## config.mk

```make
export PLATFORM = sky130hd
export DESIGN_NAME = gen_bus_mem_arbiter
export DESIGN_NICKNAME = d
export VERILOG_FILES = /design/src/rtl/gen_bus_mem_arbiter.sv
export SDC_FILE = /design/constraint.sdc
export NUM_CORES = 1
export LEC_CHECK = 0
export CORE_AREA = 2 2 107 109
export CTS_BUF_LIST = sky130_fd_sc_hd__clkbuf_4 sky130_fd_sc_hd__clkbuf_8 sky130_fd_sc_hd__clkbuf_16
export DETAILED_ROUTE_END_ITERATION = 10
export DIE_AREA = 0 0 109 111
export PLACE_DENSITY_LB_ADDON = 0.2
export SYNTH_ARGS = -nofsm -noshare
export SYNTH_HDL_FRONTEND = slang
export SYNTH_SLANG_ARGS = --single-unit
```

## constraint.sdc

```tcl
create_clock -name CLK -period 2.7 [get_ports CLK]
set_clock_uncertainty 0.05 [all_clocks]
set_input_delay 0.405 -clock CLK [delete_from_list [all_inputs] [get_ports CLK]]
set_output_delay 0.405 -clock CLK [all_outputs]
set_load 0.005 [all_outputs]
```

## src/rtl/gen_bus_mem_arbiter.sv

```systemverilog
// rtl/gen_bus_mem_arbiter.sv - shares one generic bus between icache and dcache memory ports
module gen_bus_mem_arbiter #(
    parameter int ADDR_W     = 32,
    parameter int DATA_W     = 32,
    parameter int MAX_STARVE = 4
) (
    input  logic                CLK,
    input  logic                nRST,
    input  logic [ADDR_W-1:0]   i_addr,
    input  logic                i_ren,
    output logic [DATA_W-1:0]   i_rdata,
    output logic                i_busy,
    input  logic [ADDR_W-1:0]   d_addr,
    input  logic [DATA_W-1:0]   d_wdata,
    input  logic                d_ren,
    input  logic                d_wen,
    input  logic [DATA_W/8-1:0] d_byte_en,
    output logic [DATA_W-1:0]   d_rdata,
    output logic                d_busy,
    output logic [ADDR_W-1:0]   out_addr,
    output logic [DATA_W-1:0]   out_wdata,
    output logic                out_ren,
    output logic                out_wen,
    output logic [DATA_W/8-1:0] out_byte_en,
    input  logic [DATA_W-1:0]   out_rdata,
    input  logic                out_busy,
    output logic                grant_d
);

    typedef enum logic [1:0] {
        IDLE    = 2'd0,
        GRANT_I = 2'd1,
        GRANT_D = 2'd2
    } state_t;

    localparam logic [3:0] STARVE_LIMIT = 4'(MAX_STARVE);

    state_t     state, state_nxt;
    logic [3:0] starve_cnt, starve_nxt;
    logic       req_i, req_d, i_forced;

    assign req_i    = i_ren;
    assign req_d    = d_ren | d_wen;
    // I wins a tie only once D has been granted MAX_STARVE times in a row over it
    assign i_forced = req_i && (starve_cnt == STARVE_LIMIT);
    assign grant_d  = (state == GRANT_D);

    // State and starvation counter registers
    always_ff @(posedge CLK or negedge nRST) begin
        if (!nRST) begin
            state      <= IDLE;
            starve_cnt <= 4'd0;
        end else begin
            state      <= state_nxt;
            starve_cnt <= starve_nxt;
        end
    end

    // Arbitration, owner passthrough and completion/abandon detection
    always_comb begin
        state_nxt   = state;
        starve_nxt  = starve_cnt;
        out_addr    = '0;
        out_wdata   = '0;
        out_ren     = 1'b0;
        out_wen     = 1'b0;
        out_byte_en = '0;
        i_rdata     = '0;
        i_busy      = 1'b1;
        d_rdata     = '0;
        d_busy      = 1'b1;
        case (state)
            IDLE: begin
                if (req_d && !i_forced) begin
                    state_nxt = GRANT_D;
                    if (!req_i)
                        starve_nxt = 4'd0;
                    else if (starve_cnt < STARVE_LIMIT)
                        starve_nxt = starve_cnt + 4'd1;
                end else if (req_i) begin
                    state_nxt  = GRANT_I;
                    starve_nxt = 4'd0;
                end
            end
            GRANT_I: begin
                out_addr    = i_addr;
                out_ren     = i_ren;
                out_byte_en = '1;
                i_rdata     = out_rdata;
                i_busy      = out_busy;
                if (!req_i || !out_busy)
                    state_nxt = IDLE;
            end
            GRANT_D: begin
                out_addr    = d_addr;
                out_wdata   = d_wdata;
                out_ren     = d_ren;
                out_wen     = d_wen;
                out_byte_en = d_byte_en;
                d_rdata     = out_rdata;
                d_busy      = out_busy;
                if (!req_d || !out_busy)
                    state_nxt = IDLE;
            end
            default: state_nxt = IDLE;
        endcase
    end

endmodule
```

; ---- After elaboration in Yosys (flattened, before gate mapping)
; Cells that the tools add are included.
[totals]
n_memories = 0
mem_bits_ro = 0
ff_bits = 6
wordCells = 42
mem_bits_rw = 0
out_inout_bits = 137
latchBits = 0
[classes]
add_sub_neg = 1
bitwise = 1
n_eq_ne = 7
n_mul = 0
n_mux = 18
div_mod_pow = 0
n_reduce_logical = 12
order_cmp = 1
shifts = 0
[op_table]
columns = op, count
row1 = 32-bit two-way mux, 3
row2 = 32-bit case mux with 2 select lines, 1
row3 = 4-bit two-way mux, 4
row4 = 2-bit two-way mux, 4
row5 = 4-bit case mux with 2 select lines, 1
row6 = 2-bit case mux with 3 select lines, 1
row7 = 3-bit AND reduction, 2
row8 = "4-bit by 1-bit adder with 4-bit output, second input constant", 1
row9 = "4-bit by 3-bit equality test with 1-bit output, second input constant", 1
row10 = 1-bit zero test, 4
row11 = "4-bit by 3-bit less-than comparator with 1-bit output, second input constant", 1
row12 = 1-bit two-way mux, 3
row13 = "3-bit by 2-bit != test with 1-bit output, second input constant", 1
row14 = "3-bit != test, second input constant", 1
row15 = "2-bit by 1-bit equality test with 1-bit output, second input constant", 1
row16 = "2-bit equality test, second input constant", 1
row17 = 1-bit logical AND, 2
row18 = 2-bit zero test, 1
row19 = 1-bit logical OR, 2
row20 = "2-bit by 1-bit != test with 1-bit output, second input constant", 1
row21 = "2-bit != test, second input constant", 1
row22 = 1-bit case mux with 2 select lines, 1
row23 = 2-bit nonzero test, 1
row24 = 1-bit bitwise OR, 1

; ---- Longest topological paths before layout
; Gate-level depths: netlist of the first run.
[depth]
ltp_word = 6
mapped_depth = 7
ltp_nobuf = 6

; ---- Worst setup path after synthesis of the first run
; OpenSTA, ideal clock, no wires.
[synth_path]
path_kind = register to output
startpoint = reg state[0]
endpoint = out d_rdata[0]
arrival_time_ns = 1.353
n_path_buf = 2
path_slack_ns = 0.892
required_ns = 2.245
stages_incl_launch_ff = 6
cell_sequence = dfrtp_1 > inv_1 > ha_1 > clkbuf_1 > clkbuf_1 > and2_1
[synth_via]
elab_chain_len = 2
[synth_lines]
columns = item, line
row1 = start: declaration, 38  ; state_t state, state_nxt;
row2 = start signal: assignment, 54  ; state <= state_nxt;
row3 = 2-bit equality test, -
row4 = via grant_d, 27  ; output logic grant_d
row5 = 32-bit two-way mux, 72  ; case (state)
row6 = end: declaration, 18  ; output logic [DATA_W-1:0] d_rdata,
; The timed path passes the listed nets, and every way through them passes these cells.

; ---- Final worst setup path of the first run
[layout_path]
startpoint = reg state[0]
endpoint = out out_addr[4]
[layout_via]
elab_chain_len = 2
elab_cells_between_ends = 3
cone_classes = eq/ne: 2 / mux: 1
[layout_lines]
columns = item, line
row1 = 2-bit equality test or 2-bit by 1-bit equality test with 1-bit output (tied branches), 72
row2 = 32-bit case mux with 2 select lines *, 72
row3 = end: declaration, 20  ; output logic [ADDR_W-1:0] out_addr,
; Every way passes the cells marked *; elsewhere a longest branch is shown, timed or not.

==> metrics.yaml, run 1 <==
timing:
  drv_slew: 0
  period_needed_ps: 2480
  fmax_mhz: 403
  slew_headroom_pct: 75.4
  hold_viol_final: 0
  setup_viol: 0
  post-route-period-util_pct: 91.9
  rsz0062_at_grt: "false"
  worstMarginPinSlew_ps: 366
  tns_ps: 0
place:
  routabilityCongestion: 0.807
  port_buffers: 274
  postPlaceCellArea_sq_mm: 0.00454
  hpwl_mm: 7.73
grt:
  busiest_layer: "met2"
  grtUsageMet1_pct: 14.9
  track_usage_pct: 14.5
  antenna_found_initial: 0
  grt_pass1_vias: 2707
  grt-ovfl-total: 0
  grtUsageMet3_pct: 4.82
  grt_max_degree: 67
  grtUsageMet2_pct: 27.7
  grt_pass1_wl_mm: 14.0
cells_and_area:
  fin_area_sq_mm: 0.00462
  area_growth_pct: 186
  nets: 646
  num_antenna_cells: 0
  drive_above_1_share_pct: 2.79
die:
  boundaryPins: 275
  die_h_microns: 111
  core-area_sq_mm: 0.0111
  dieArea_sq_mm: 0.0121
  rows: 39
  start_util_pct: 14.6
  die_width_microns: 109
worst_setup_path:
  cp-end-kind: "output pin"
  critPathRequiredTime_ps: 2250
  arrival_ps: 2030
  critPathMaxFanout: 66
  criticalPathCategory: "reg -> out"
  cp-start-kind: "flop"
clock_tree:
  clock-root-buffer: "clkbuf_16"
  postCtsHoldBufs: 0
  ctsResizeCount: 0
  cts.sinks: 6
  cts_buffers: 3
  clockBufferDepth: 2
  cts_tree: "yes"
  clk_pin_slew_ps: 30
  clock_latency_ps: 230
  cts_setup_buffers: 0
  h-tree-depth: 1
logic_synthesis:
  synthesis.area_sq_mm: 0.00162
  ys_ff_latch: 6
  synthCells: 240
  ys_seq_area_share_pct: 9.29
  synth_warnings: 0
  avgSynthCellArea_sq_um: 6.74
  synth_fp_nets: 383
  synth.distinct_cells: 25
power:
  leakage_uw: 0.00168
  power.density_mw_per_mm2: 630
  ir_worst_vdd_v: 0.000279
detailed_routing:
  drt-initial-drc-count: 112
  drt-total-wl_mm: 9.33
  ant_nets: 0
  first_pass_iters: 4
  num_vias: 2667
  viasPerCell: 4.14
  drc_errors: 0
  avgRoutedWirePerCell_microns: 14.5
run:
  drv_cap: 0
min_path:
  hold_class: "in -> async"
outcome:
  status: "finished clean"
## Yosys cell counts (all sizes together)
library cell | n | area [sq um]
nor2b | 39 | 244
a22o | 2 | 17.5
nand2b | 2 | 12.5
and2 | 99 | 622
inv | 5 | 18.8
a31oi | 1 | 6.26
nand3 | 1 | 5.00
o211ai | 1 | 7.51
o21a | 2 | 15.0
ha | 5 | 62.6
a21oi | 9 | 45.0
nor2 | 1 | 3.75
clkbuf | 20 | 75.1
nand2 | 4 | 15.0
mux2 | 1 | 11.3
nor4 | 1 | 6.26
dfrtp | 6 | 150
nor4b | 1 | 8.76
a21boi | 1 | 7.51
o311ai | 1 | 8.76
a22oi | 32 | 240
o21ai | 3 | 15.0
buf | 2 | 10.0
or2 | 1 | 8.76
## critical path: stages, from the launching register on
cell	delay, ps
dfrtp_1	410
inv_1	100
ha_2	240
buf_12	250
a22oi_1	130
nor2b_1	140
clkdlybuf4s50_1	520
## metal layers
layer,routed length [microns],up-vias
met3,1120,10
met4,142,0
met1,3170,1172
li1,-,1322
met2,4890,163
met5,0,-
## power by group
part,total [uW],leakage (uW),internal (uW),switching (uW)
combinational,2530,0.00157,1580,955
clock,236,0.0000370,190,45.9
sequential,139,0.0000794,117,21.2
total,2910,0.00168,1890,1020
## cell usage in the layout, fill, tap and decap left out, drive strengths merged
cell,count
nand2,4
mux2,1
dfrtp,6
nor4,1
clkbuf,3
clkdlybuf4s50,274
o211ai,1
nor2,1
or2,1
o21ai,3
nand2b,2
a22oi,32
inv,5
ha,5
buf,6
o21a,2
o311ai,1
and2,99
a21boi,1
nand3,1
nor2b,39
nor4b,1
a21oi,9
a31oi,1
a22o,2
## cell type report
cell class,instances,area [sq um]
clock buffers,3,75.1
fillers,1101,6460
inverters,5,18.8
multi-input cells,207,1370
flip-flops and latches,6,150
well taps,143,179
repair buffers,280,2830
## logic make-up (layout without fill, tap and decap cells)
group | count (synthesis) | after routing | share of synthesized area, %
AND/OR/NAND/NOR | 149 | 149 | 57.3
AO/OA/AOI/OAI | 52 | 52 | 22.4
buffers and inverters | 27 | 288 | 6.42
flip-flops | 6 | 6 | 9.29
adder cells (fa/ha/maj) | 5 | 5 | 3.87
multiplexers | 1 | 1 | 0.697
## per-stage QoR
| stage | hold slack (ps) | utilization [%] | cells | total power (uW) | worst slack (ps) |
|---|---|---|---|---|---|
| final | 369 | 41.7 | 644 | 2910 | 219 |
| after global routing | 386 | 41.7 | 644 | 3160 | 84.3 |
| after CTS | 381 | 41.7 | 644 | 2970 | 206 |
| after detailed placement | 473 | 41.0 | 641 | 2720 | 392 |
| after global placement | 468 | 41.0 | 641 | 2710 | 398 |
| after floorplan | 59.4 | - | 240 | 1180 | 892 |
## registers in the layout, summed over array words and instances (netlist names)
register    cells
starve_cnt      4
state           2
## path summary, 6_finish.rpt
kind,slack [ps],start,cells after the start,to
max in group asynchronous,2020,nRST,1,starve_cnt[2]
setup reg to reg,1030,state[0],6,state[0]
hold reg to reg,480,starve_cnt[1],1,starve_cnt[1]
hold / removal,370,nRST,1,starve_cnt[3]
min in group CLK,480,starve_cnt[1],1,starve_cnt[1]
setup / recovery,220,state[0],6,out_addr[4]
Power figures use the tool's default switching activity.
==> run 2, diff against run 1 <==
--- a/config.mk
+++ b/config.mk
@@ -10,6 +10,7 @@
 export DETAILED_ROUTE_END_ITERATION = 10
 export DIE_AREA = 0 0 109 111
 export PLACE_DENSITY_LB_ADDON = 0.2
+export SLEW_MARGIN = 0
 export SYNTH_ARGS = -nofsm -noshare
 export SYNTH_HDL_FRONTEND = slang
 export SYNTH_SLANG_ARGS = --single-unit
==> results of run 2 <==
No change in the layout: final DEF, timing and power equal those of run 1.
